==> config.mk <==
export PLATFORM = sky130hd
export DESIGN_NAME = ripple_count_monitor
export DESIGN_NICKNAME = d
export VERILOG_FILES = /design/src/rtl/ripple_count_monitor.sv
export SDC_FILE = /design/constraint.sdc
export NUM_CORES = 1
export LEC_CHECK = 0
export ABC_AREA = 1
export CORE_UTILIZATION = 45
export DETAILED_ROUTE_END_ITERATION = 6
export PLACE_DENSITY = 0.86
export SYNTH_ARGS = -nofsm -noshare
export SYNTH_HDL_FRONTEND = slang
export SYNTH_SLANG_ARGS = --single-unit
export TNS_END_PERCENT = 30
==> constraint.sdc <==
create_clock -name clk -period 5 [get_ports clk]
set_clock_uncertainty 0.1 [all_clocks]
set_input_delay 0.75 -clock clk [delete_from_list [all_inputs] [get_ports clk]]
set_output_delay 0.75 -clock clk [all_outputs]
set_load 0.05 [all_outputs]
==> src/rtl/ripple_count_monitor.sv <==
// Synchronizes and debounces an asynchronous ripple-counter code, extends it to a wide
// event counter and offers a one-deep snapshot. Optional compare: `define RIPPLE_MON_MATCH_EN.
module ripple_count_monitor #(
  parameter int WIDTH         = 4,
  parameter int EXT_WIDTH     = 16,
  parameter int STABLE_CYCLES = 2
) (
  input  logic                 clk,
  input  logic                 rst,
  input  logic [WIDTH-1:0]     cnt_in,
  input  logic                 clr,
  input  logic [EXT_WIDTH-1:0] cmp_val,
  input  logic                 snap_req,
  input  logic                 snap_ready,
  output logic [WIDTH-1:0]     cnt_sync,
  output logic [EXT_WIDTH-1:0] ext_cnt,
  output logic                 wrap_pulse,
  output logic                 match_pulse,
  output logic                 snap_valid,
  output logic [EXT_WIDTH-1:0] snap_data
);

  typedef enum logic {SETTLE, STABLE} filt_state_t;
  typedef enum logic {EMPTY, FULL} snap_state_t;

  localparam logic [2:0] RUN_LAST = 3'(STABLE_CYCLES - 1);

  logic [WIDTH-1:0]     s1, s2, s3;
  logic [2:0]           run_cnt;
  filt_state_t          filt_st;
  snap_state_t          snap_st;
  logic                 same_code;
  logic                 accept;
  logic [WIDTH-1:0]     delta;
  logic [EXT_WIDTH-1:0] delta_ext;

  // s1 == s2 before an edge is exactly s2 == s3 after it, so the run counter
  // advances on the edge at which s2 and s3 become equal.
  assign same_code = (s1 == s2);
  assign accept    = (filt_st == SETTLE) && same_code && (run_cnt == RUN_LAST);
  assign delta     = s2 - cnt_sync;
  assign delta_ext = EXT_WIDTH'(delta);

  // NOTE: all state below uses non-blocking assignments so every flop samples
  // pre-edge values; blocking here would chain s1->s2->s3 in a single cycle.
  always_ff @(posedge clk or negedge rst) begin
    if (!rst) begin
      s1         <= '0;
      s2         <= '0;
      s3         <= '0;
      run_cnt    <= '0;
      filt_st    <= SETTLE;
      cnt_sync   <= '0;
      ext_cnt    <= '0;
      wrap_pulse <= 1'b0;
    end else begin
      s1         <= cnt_in;
      s2         <= s1;
      s3         <= s2;
      wrap_pulse <= 1'b0;

      case (filt_st)
        SETTLE: begin
          if (!same_code) begin
            run_cnt <= '0;
          end else if (run_cnt == RUN_LAST) begin
            run_cnt    <= '0;
            filt_st    <= STABLE;
            cnt_sync   <= s2;
            wrap_pulse <= (s2 < cnt_sync);
          end else begin
            run_cnt <= run_cnt + 3'd1;
          end
        end
        STABLE: begin
          if (!same_code) filt_st <= SETTLE;
        end
        default: filt_st <= SETTLE;
      endcase

      // clr keeps cnt_sync as the new baseline and discards a coincident delta
      if (clr)         ext_cnt <= '0;
      else if (accept) ext_cnt <= ext_cnt + delta_ext;
    end
  end

`ifdef RIPPLE_MON_MATCH_EN
  logic ext_upd;

  always_ff @(posedge clk or negedge rst) begin
    if (!rst) begin
      ext_upd     <= 1'b0;
      match_pulse <= 1'b0;
    end else begin
      // A write of ext_cnt (clr or a real step) arms one compare on the next edge
      ext_upd     <= clr || (accept && (s2 != cnt_sync));
      match_pulse <= ext_upd && (ext_cnt == cmp_val);
    end
  end
`else
  logic unused_cmp;
  assign unused_cmp  = ^cmp_val;
  assign match_pulse = 1'b0;
`endif

  always_ff @(posedge clk or negedge rst) begin
    if (!rst) begin
      snap_st    <= EMPTY;
      snap_valid <= 1'b0;
      snap_data  <= '0;
    end else begin
      case (snap_st)
        EMPTY: begin
          if (snap_req) begin
            snap_data  <= ext_cnt;
            snap_valid <= 1'b1;
            snap_st    <= FULL;
          end
        end
        FULL: begin
          // requests while full are dropped, even on the handshake cycle
          if (snap_ready) begin
            snap_valid <= 1'b0;
            snap_st    <= EMPTY;
          end
        end
        default: snap_st <= EMPTY;
      endcase
    end
  end

  logic unused_s3;
  assign unused_s3 = ^s3;

endmodule
==> results of run 1 <==
==> state kept, by name (all words and copies together) (netlist names) <==
register / cells
ext_cnt: 16
snap_data: 16
cnt_sync: 4
s1: 4
s2: 4
run_cnt: 3
filt_st: 1
snap_st: 1
snap_valid: 1
wrap_pulse: 1
==> cells in the mapped netlist <==
cell / instances
nand3_2: 1
buf_4: 1
nor3_1: 1
xor2_1: 7
inv_2: 1
o21ai_0: 19
buf_2: 1
a21oi_1: 5
mux2_2: 5
clkbuf_1: 2
nor2_2: 1
nor2_4: 2
nand2_1: 98
o21a_1: 1
nand3_1: 21
nand3b_1: 3
fa_1: 2
and2_1: 1
xnor2_1: 3
nand2_2: 1
ha_1: 9
dfrtp_1: 51
buf_6: 3
nand4_1: 9
inv_1: 37
conb_1: 1
nor2_1: 22
==> cell families (layout without fill, tap and decap cells) <==
| family | after synthesis | in the layout | synth area share, % |
|---|---|---|---|
| simple gates | 160 | 160 | 26.7 |
| flops | 51 | 51 | 49.3 |
| buf+inv | 45 | 92 | 7.58 |
| compound gates | 25 | 25 | 4.93 |
| fa+ha+maj | 11 | 11 | 5.89 |
| xor+xnor | 10 | 10 | 3.38 |
| mux | 5 | 5 | 2.17 |
| other cells | 1 | 1 | 0.145 |
==> cell type report <==
type                       instances  area, sq um
clock buffer                       7         96.3
clock inverter                     1         7.51
fill                             478         2350
inverter                          38          143
multi-input combinational        212         1120
sequential                        51         1280
tap                               72         90.1
timing repair buffer              46          455
==> power by group <==
part	total [W]	switching (W)	internal, W
clock network	0.000259	0.000133	0.000126
registers	0.000454	0.0000177	0.000436
logic	0.000290	0.000184	0.000106
total	0.00100	0.000335	0.000668
==> critical path: cells and delay by family, from the launching register on <==
kind	cells	cell delay (ns)
xor gates and xnor gates	2	0.35
adders and majority gates	3	0.92
and+or+nand+nor	6	0.57
buffers and inverters	3	0.19
DFF	1	0.40
==> worst min-delay path by stage <==
| stage | depth (start not counted) | to | startpoint |
|---|---|---|---|
| 2_1_floorplan | 0 | s2[2] | s1[2] |
| 3_3_place_gp | 0 | s2[3] | s1[3] |
| 3_5_place_dp | 0 | s2[2] | s1[2] |
| 4_1_cts | 0 | s2[2] | s1[2] |
| 5_1_grt | 0 | s2[2] | s1[2] |
| 6_report | 0 | s2[3] | s1[3] |
==> routing by layer <==
metal	GRT usage (%)	up-vias	part of all wire [%]
met5	0	-	0
met4	4.34	0	0.71
met3	4.59	7	5.4
met2	33.1	64	51
met1	23.4	1036	43
li1	-	1060	-
==> stage by stage <==
stage                     cells  instance area, sq um  power, W  hold WS, ns  util, %
after floorplan             308                  2590  0.000672        0.272        -
after global placement      419                  3080  0.000741        0.278     55.6
after detailed placement    419                  3080  0.000753        0.284     55.6
after CTS                   427                  3190   0.00101        0.306     57.5
after global routing        427                  3190   0.00107        0.318     57.5
final                       427                  3190   0.00100        0.304     57.5
==> impl_metrics.toml, run 1 <==
[place]
dp_hpwl_mm = 3.82
pre_cts_slack_ns = 2.42
place_congestion = 0.883
portBuffers = 46

[detailed_routing]
initialDrtViolationCount = 214
drc = 0
routed_via_density = 5.07
ant_nets = 0
via_count = 2167
firstDrtPassIters = 4
avgRoutedWirePerCell_um = 12.2
drt-total-wl_mm = 5.22

[clocking]
cts_made_buffers = 5
cts_setup_buffers = 0
cts-root-buf = "clkbuf_8"
clock-sinks = 51
cts_max_level = 2
clk_latency_ns = 0.30
hold_buffers = 0
cts-resized-gates = 0
clkTransAtPathRegs_ns = 0.09
cts_tree = "done"
clk_path_buf_depth = 2

[worst_setup_path]
crit_chain = "inv_2, ha_1, inv_1, fa_1, xor2_1, ha_1, nand2_1, nor2_1, nand2_1, nand2_1, xor2_1, inv_1, nand3_1, nand2_1"
critical_path.endpoint = "ext_cnt[6]"
critical_path_class = "flop to flop"
path_max_fanout = 7
cp-end-kind = "flop"
crit_path_start_kind = "flop"
worst-r2r-setup-slack_ns = 2.37
arrival_ns = 2.73
cpPeakStageDelay_ns = 0.40
r2r_cells = 14
cpMaxStageDelayCell = "dfrtp_1"
startpoint = "s2[0]"
cp_common_cell = "nand2_1"
r2r_start = "s2[0]"
r2r_end = "ext_cnt[6]"
worst-endpoint-required_ns = 5.10

[floorplan]
rows = 27
coreArea_sq_um = 5540
fp.dieW_um = 77.9
io_pins = 64
die_y_um = 77.9
dieArea_sq_um = 6070
start_util_pct = 46.8

[sta]
hold_viol_final = 0
max_freq_mhz = 380
tightest_slew_ns = 1.10
slew_headroom_pct = 26.4
drv_slew = 0
setup_slack_ns = 2.37
finalSetupViolCount = 0
finalCritPeriodShare_pct = 52.6
tns_ns = 0
rsz0062_at_grt = "false"
min_period_ns = 2.63

[run_status]
status = "completed"

[pwr]
power_leakage_nw = 1.54
p_per_area_nw_per_um2 = 315
ir_worst_vdd_uv = 180

[synthesis]
syn_nets = 344
syn_area_per_cell_sq_um = 8.41
synth_top_area_cell = "dfrtp_1"
synth_cells = 308
ys_seq_area_share_pct = 49.3
synth.distinct_cells = 27
yosysWarnings = 0
syn-cell-area_sq_um = 2590
ys_top_cells_by_area = "dfrtp_1 (49%), nand2_1 (14%), inv_1 (5.4%), ha_1 (4.3%), nand3_1 (4.1%)"
netlist.area_leader.share_pct = 49.3
synth-seq-cells = 51

[global_routing]
grt_usage_pct = 18.9
grt_max_degree = 52
antenna_found_initial = 0
first_global_vias = 2024
grt_overflow = 0
grt_first_pass_wirelength_mm = 8.99

[cells_and_area]
areaGrowthSynthToFinish_pct = 23.0
num_antenna_cells = 0
mostFrequentLayoutCell = "nand2_1"
drive_above_1_share_pct = 5.63
nNetsFinal = 390
final_cell_mix = "nand2_1 (98), dfrtp_1 (51), clkdlybuf4s50_1 (45)"

[worst_hold_path]
min_path_type = "flop to flop"

[run]
cap_violations = 0
Power figures use the tool's default switching activity.
==> inputs of run 2 (changes only) <==
Settings changed: CORE_UTILIZATION 45 to 44, PLACE_DENSITY 0.86 to 0.87.
Clock period 5 ns to 2.38 ns, I/O delays scaled along.
==> run 2 against run 1 <==
Net effect: the run now ends with negative setup slack left; register-to-register slack worse by 2.4 ns; cell area up 4.1%; worst setup slack worse by 2.4 ns; global-route usage up 0.49 points; cell count up 1.4%; critical path type unchanged; largest cell class unchanged; largest power group unchanged; highest routed layer unchanged.
==> impl_metrics.toml, run 2 (synthesis results as in run 1) <==
[run_status]
status = "finished, violations left"
violations = "negative setup slack"

[place]
pre_cts_slack_ns = -0.0333
portBuffers = 46
dp_hpwl_mm = 4.01
place_congestion = 0.846

[cells_and_area]
nNetsFinal = 396
reg_top3 = "ext_cnt x16, snap_data x16"
drive_above_1_share_pct = 13.0
areaGrowthSynthToFinish_pct = 28.1
num_antenna_cells = 0
final_util_pct = 59.2
final_cell_mix = "nand2_1 (93), dfrtp_1 (48), clkdlybuf4s50_1 (45)"
mostFrequentLayoutCell = "nand2_1"

[sta]
hold_viol_final = 0
drv_slew = 0
whs_ns = 0.0226
slew_headroom_pct = 47.5
rsz0062_at_grt = "true"
min_period_ns = 2.43
finalSetupViolCount = 2
setup_slack_ns = -0.0507
max_freq_mhz = 411
finalCritPeriodShare_pct = 102
tightest_slew_ns = 0.788

[detailed_routing]
via_count = 2256
avgRoutedWirePerCell_um = 13.0
firstDrtPassIters = 5
initialDrtViolationCount = 146
drc = 0
drt-total-wl_mm = 5.63
ant_nets = 0
routed_via_density = 5.21

[worst_setup_path]
arrival_ns = 2.58
crit_path_start_kind = "flop"
crit_buf_inv = 3
crit_chain = "inv_2, ha_4, inv_2, fa_2, xor2_1, ha_1, buf_4, nand2_1, nand3_2, nand3_1, nand2_1, nand2_1, nand4_1, nand2_1"
cp-end-kind = "flop"
cpPeakStageDelay_ns = 0.39
path_max_fanout = 4
worst-endpoint-required_ns = 2.53
cp_top_family = "adder cells"
cpMaxStageDelayCell = "dfrtp_1"
cp_common_cell = "nand2_1"
critical_path_class = "flop to flop"

[global_routing]
grt_usage_pct = 19.4
first_global_vias = 2060
grt_first_pass_wirelength_mm = 9.25
antenna_found_initial = 0
grt_max_degree = 38
grt_overflow = 0

[clocking]
cts_max_level = 2
clock-sinks = 51
cts_tree = "done"
clk_path_buf_depth = 2
cts-root-buf = "clkbuf_8"
hold_buffers = 0
clkTransAtPathRegs_ns = 0.09
clk_latency_ns = 0.31
cts_made_buffers = 5

[pwr]
p_per_area_nw_per_um2 = 671
power_leakage_nw = 1.58
ir_worst_vdd_uv = 508

[worst_hold_path]
min_path_type = "primary input to async pin"

[floorplan]
rows = 27
coreArea_sq_um = 5610
fp.dieW_um = 78.7
start_util_pct = 46.2
die_y_um = 78.7
io_pins = 64
dieArea_sq_um = 6200

[run]
cap_violations = 0
## run 2: changes by cell type in the layout (fill, tap and decap cells not counted), sizes merged
cell,before,now
buf,1,7
## run 2: area by class of cell
cell class	count	area, sq um
Timing Repair Buffer	52	500
Clock buffer	7	96.3
Tap cell	72	90.1
Fill cell	477	2290
Sequential cell	51	1280
Clock inverter	1	7.51
Multi-Input combinational cell	212	1200
Inverter	38	143
## run 2: worst reg2reg max path, delay by kind of cell, from the launching register on
family        cells  cell delay (ns)
simple gates      7             0.62
buf+inv           3             0.28
flops             1             0.39
xor+xnor          1             0.17
fa+ha+maj         3             0.81
## run 2: where the power goes
part	leakage, nW	total, W	internal [W]	switching (W)
registers	0.681	0.000964	0.000921	0.0000434
logic	0.845	0.000714	0.000289	0.000424
clock network	0.0505	0.000549	0.000265	0.000284
## run 2: final timing paths
kind | from | end | slack, ns | cells after the start
max in group asynchronous | rst | snap_data[13] | 1.44 | 2
max | s2[0] | ext_cnt[11] | -0.05 | 14
min in group clk | s1[3] | s2[3] | 0.31 | 0
min reg2reg | s1[3] | s2[3] | 0.31 | 0
max reg2reg | s2[0] | ext_cnt[11] | -0.05 | 14
min | rst | s2[2] | 0.02 | 1
## run 2: per-layer routing
layer | vias to the layer above | routed length (um) | global-route usage [%]
met2 | 94 | 2830 | 32.8
met1 | 1073 | 2330 | 23.4
met5 | - | 0 | 0
li1 | 1074 | - | -
met4 | 0 | 151 | 9.44
met3 | 15 | 310 | 4.14
## run 2: metrics by stage
stage,setup TNS (ns),total power [W],instances,cell area (sq um)
2_1_floorplan,-0.0699,0.00142,308,2620
3_3_place_gp,-0.00329,0.00161,425,3150
3_5_place_dp,-0.0459,0.00164,425,3150
4_1_cts,-0.0188,0.00220,433,3270
5_1_grt,-1.69,0.00237,433,3320
6_report,-0.0734,0.00223,433,3320
## run 2: timing repair
action	in CTS	in global routing
setup buffers	0	0
endpoints found under the setup margin	4	14
pin swaps	4	5
resized for setup	2	14
==> inputs of run 3 (changes only) <==
Settings changed: SKIP_CTS_REPAIR_TIMING set to 1.
==> run 3 against run 2 <==
Net effect: the run still ends with negative setup slack left; core utilization about the same; die area unchanged; clock power is essentially flat; clock-buffer cell count did not move; via count down 2.1%; non-clock buffer count unchanged; wire length down 0.60%; critical endpoint is now ext_cnt[6]; largest power group unchanged.
==> impl_metrics.toml, run 3 (synthesis results as in run 1) <==
[floorplan]
coreArea_sq_um = 5610
dieArea_sq_um = 6200
fp.dieW_um = 78.7
rows = 27
die_y_um = 78.7
start_util_pct = 46.2
io_pins = 64

[sta]
slew_headroom_pct = 47.5
max_freq_mhz = 408
setup_slack_ns = -0.0704
finalCritPeriodShare_pct = 103
rsz0062_at_grt = "true"
drv_slew = 0
hold_viol_final = 0
finalSetupViolCount = 2
min_period_ns = 2.45
tns_ns = -0.130
tightest_slew_ns = 0.787

[detailed_routing]
firstDrtPassIters = 4
routed_via_density = 5.10
initialDrtViolationCount = 184
ant_nets = 0
avgRoutedWirePerCell_um = 12.9
via_count = 2208
drc = 0
drt-total-wl_mm = 5.59

[global_routing]
grt_max_degree = 38
grt_first_pass_wirelength_mm = 9.18
first_global_vias = 2035
antenna_found_initial = 0
grt_overflow = 0
grt_usage_pct = 19.2

[cells_and_area]
drive_above_1_share_pct = 13.6
num_antenna_cells = 0
reg_top3 = "ext_cnt x16, snap_data x16"
finalInstanceArea_sq_um = 3320
nNetsFinal = 396
final_cell_mix = "nand2_1 (93), dfrtp_1 (47), clkdlybuf4s50_1 (45)"
areaGrowthSynthToFinish_pct = 28.1
mostFrequentLayoutCell = "nand2_1"

[worst_setup_path]
critical_path_class = "flop to flop"
arrival_ns = 2.55
path_max_fanout = 7
cpPeakStageDelay_ns = 0.39
r2r_cells = 14
cp-end-kind = "flop"
cpMaxStageDelayCell = "dfrtp_1"
crit_path_start_kind = "flop"
r2r_end = "ext_cnt[6]"
crit_chain = "inv_2, ha_4, inv_2, fa_2, xor2_1, ha_1, nand2_2, nor2_1, nand2_1, nand2_4, xor2_1, inv_1, nand3_2, nand2_1"
worst-r2r-setup-slack_ns = -0.07
r2r_start = "s2[0]"
worst-endpoint-required_ns = 2.48

[clocking]
clk_latency_ns = 0.31
cts_made_buffers = 5
clock-sinks = 51
clkTransAtPathRegs_ns = 0.09
clk_path_buf_depth = 2
cts-root-buf = "clkbuf_8"
cts_max_level = 2
cts_tree = "done"

[place]
portBuffers = 46
dp_hpwl_mm = 4.01
place_congestion = 0.846
place_area_sq_um = 3150

[pwr]
ir_worst_vdd_uv = 513
p_per_area_nw_per_um2 = 671
power_leakage_nw = 1.58
power_w = 0.00223

[run]
cap_violations = 0

[run_status]
violations = "negative setup slack"
status = "finished, violations left"

[worst_hold_path]
min_path_type = "primary input to async pin"
==> run 3: critical path: cells and delay by family, from the launching register on <==
| kind | cells | cell delay [ns] |
|---|---|---|
| XOR/XNOR | 2 | 0.32 |
| flip-flops | 1 | 0.39 |
| adder cells (fa/ha/maj) | 3 | 0.86 |
| AND/OR/NAND/NOR | 6 | 0.49 |
| buffers and inverters | 3 | 0.19 |
==> run 3: worst max path at each step <==
stage,cells past startpoint,from,end,slack (ns)
floorplan,13,cnt_sync[0],ext_cnt[6],-0.04
global placement,13,s2[0],ext_cnt[6],-0.003
detailed placement,13,s2[0],ext_cnt[6],-0.03
CTS,13,s2[0],ext_cnt[6],-0.08
global route,14,s2[0],ext_cnt[11],-0.22
finish,14,s2[0],ext_cnt[6],-0.07
==> run 3: metrics by stage <==
stage	setup slack [ns]	util, %	hold WS (ns)	cells
3_5_place_dp	-0.0333	56.2	0.288	425
2_1_floorplan	-0.0388	-	-0.0386	308
5_1_grt	-0.219	59.2	0.0844	433
6_report	-0.0704	59.2	0.0221	433
4_1_cts	-0.0760	58.1	0.0491	433
3_3_place_gp	-0.00329	56.2	0.278	425
==> run 3: area by class of cell <==
class / instances / area (sq um)
fill: 477 / 2290
sequential: 51 / 1280
multi-input combinational: 212 / 1200
timing repair buffer: 52 / 500
inverter: 38 / 143
clock buffer: 7 / 96.3
tap: 72 / 90.1
clock inverter: 1 / 7.51
==> run 3: layer usage <==
layer  GRT usage [%]  wire length, um  vias up
met5               0                0        -
met4            9.07              163        0
met3            3.91              306       20
met2            32.7             2790       92
met1            23.3             2340     1025
li1                -                -     1071
==> run 3: report_power, final <==
part / leakage, nW / internal, W / switching [W] / total, W
combinational: 0.844 / 0.000290 / 0.000423 / 0.000712
sequential: 0.680 / 0.000921 / 0.0000455 / 0.000966
clock: 0.0505 / 0.000265 / 0.000284 / 0.000549
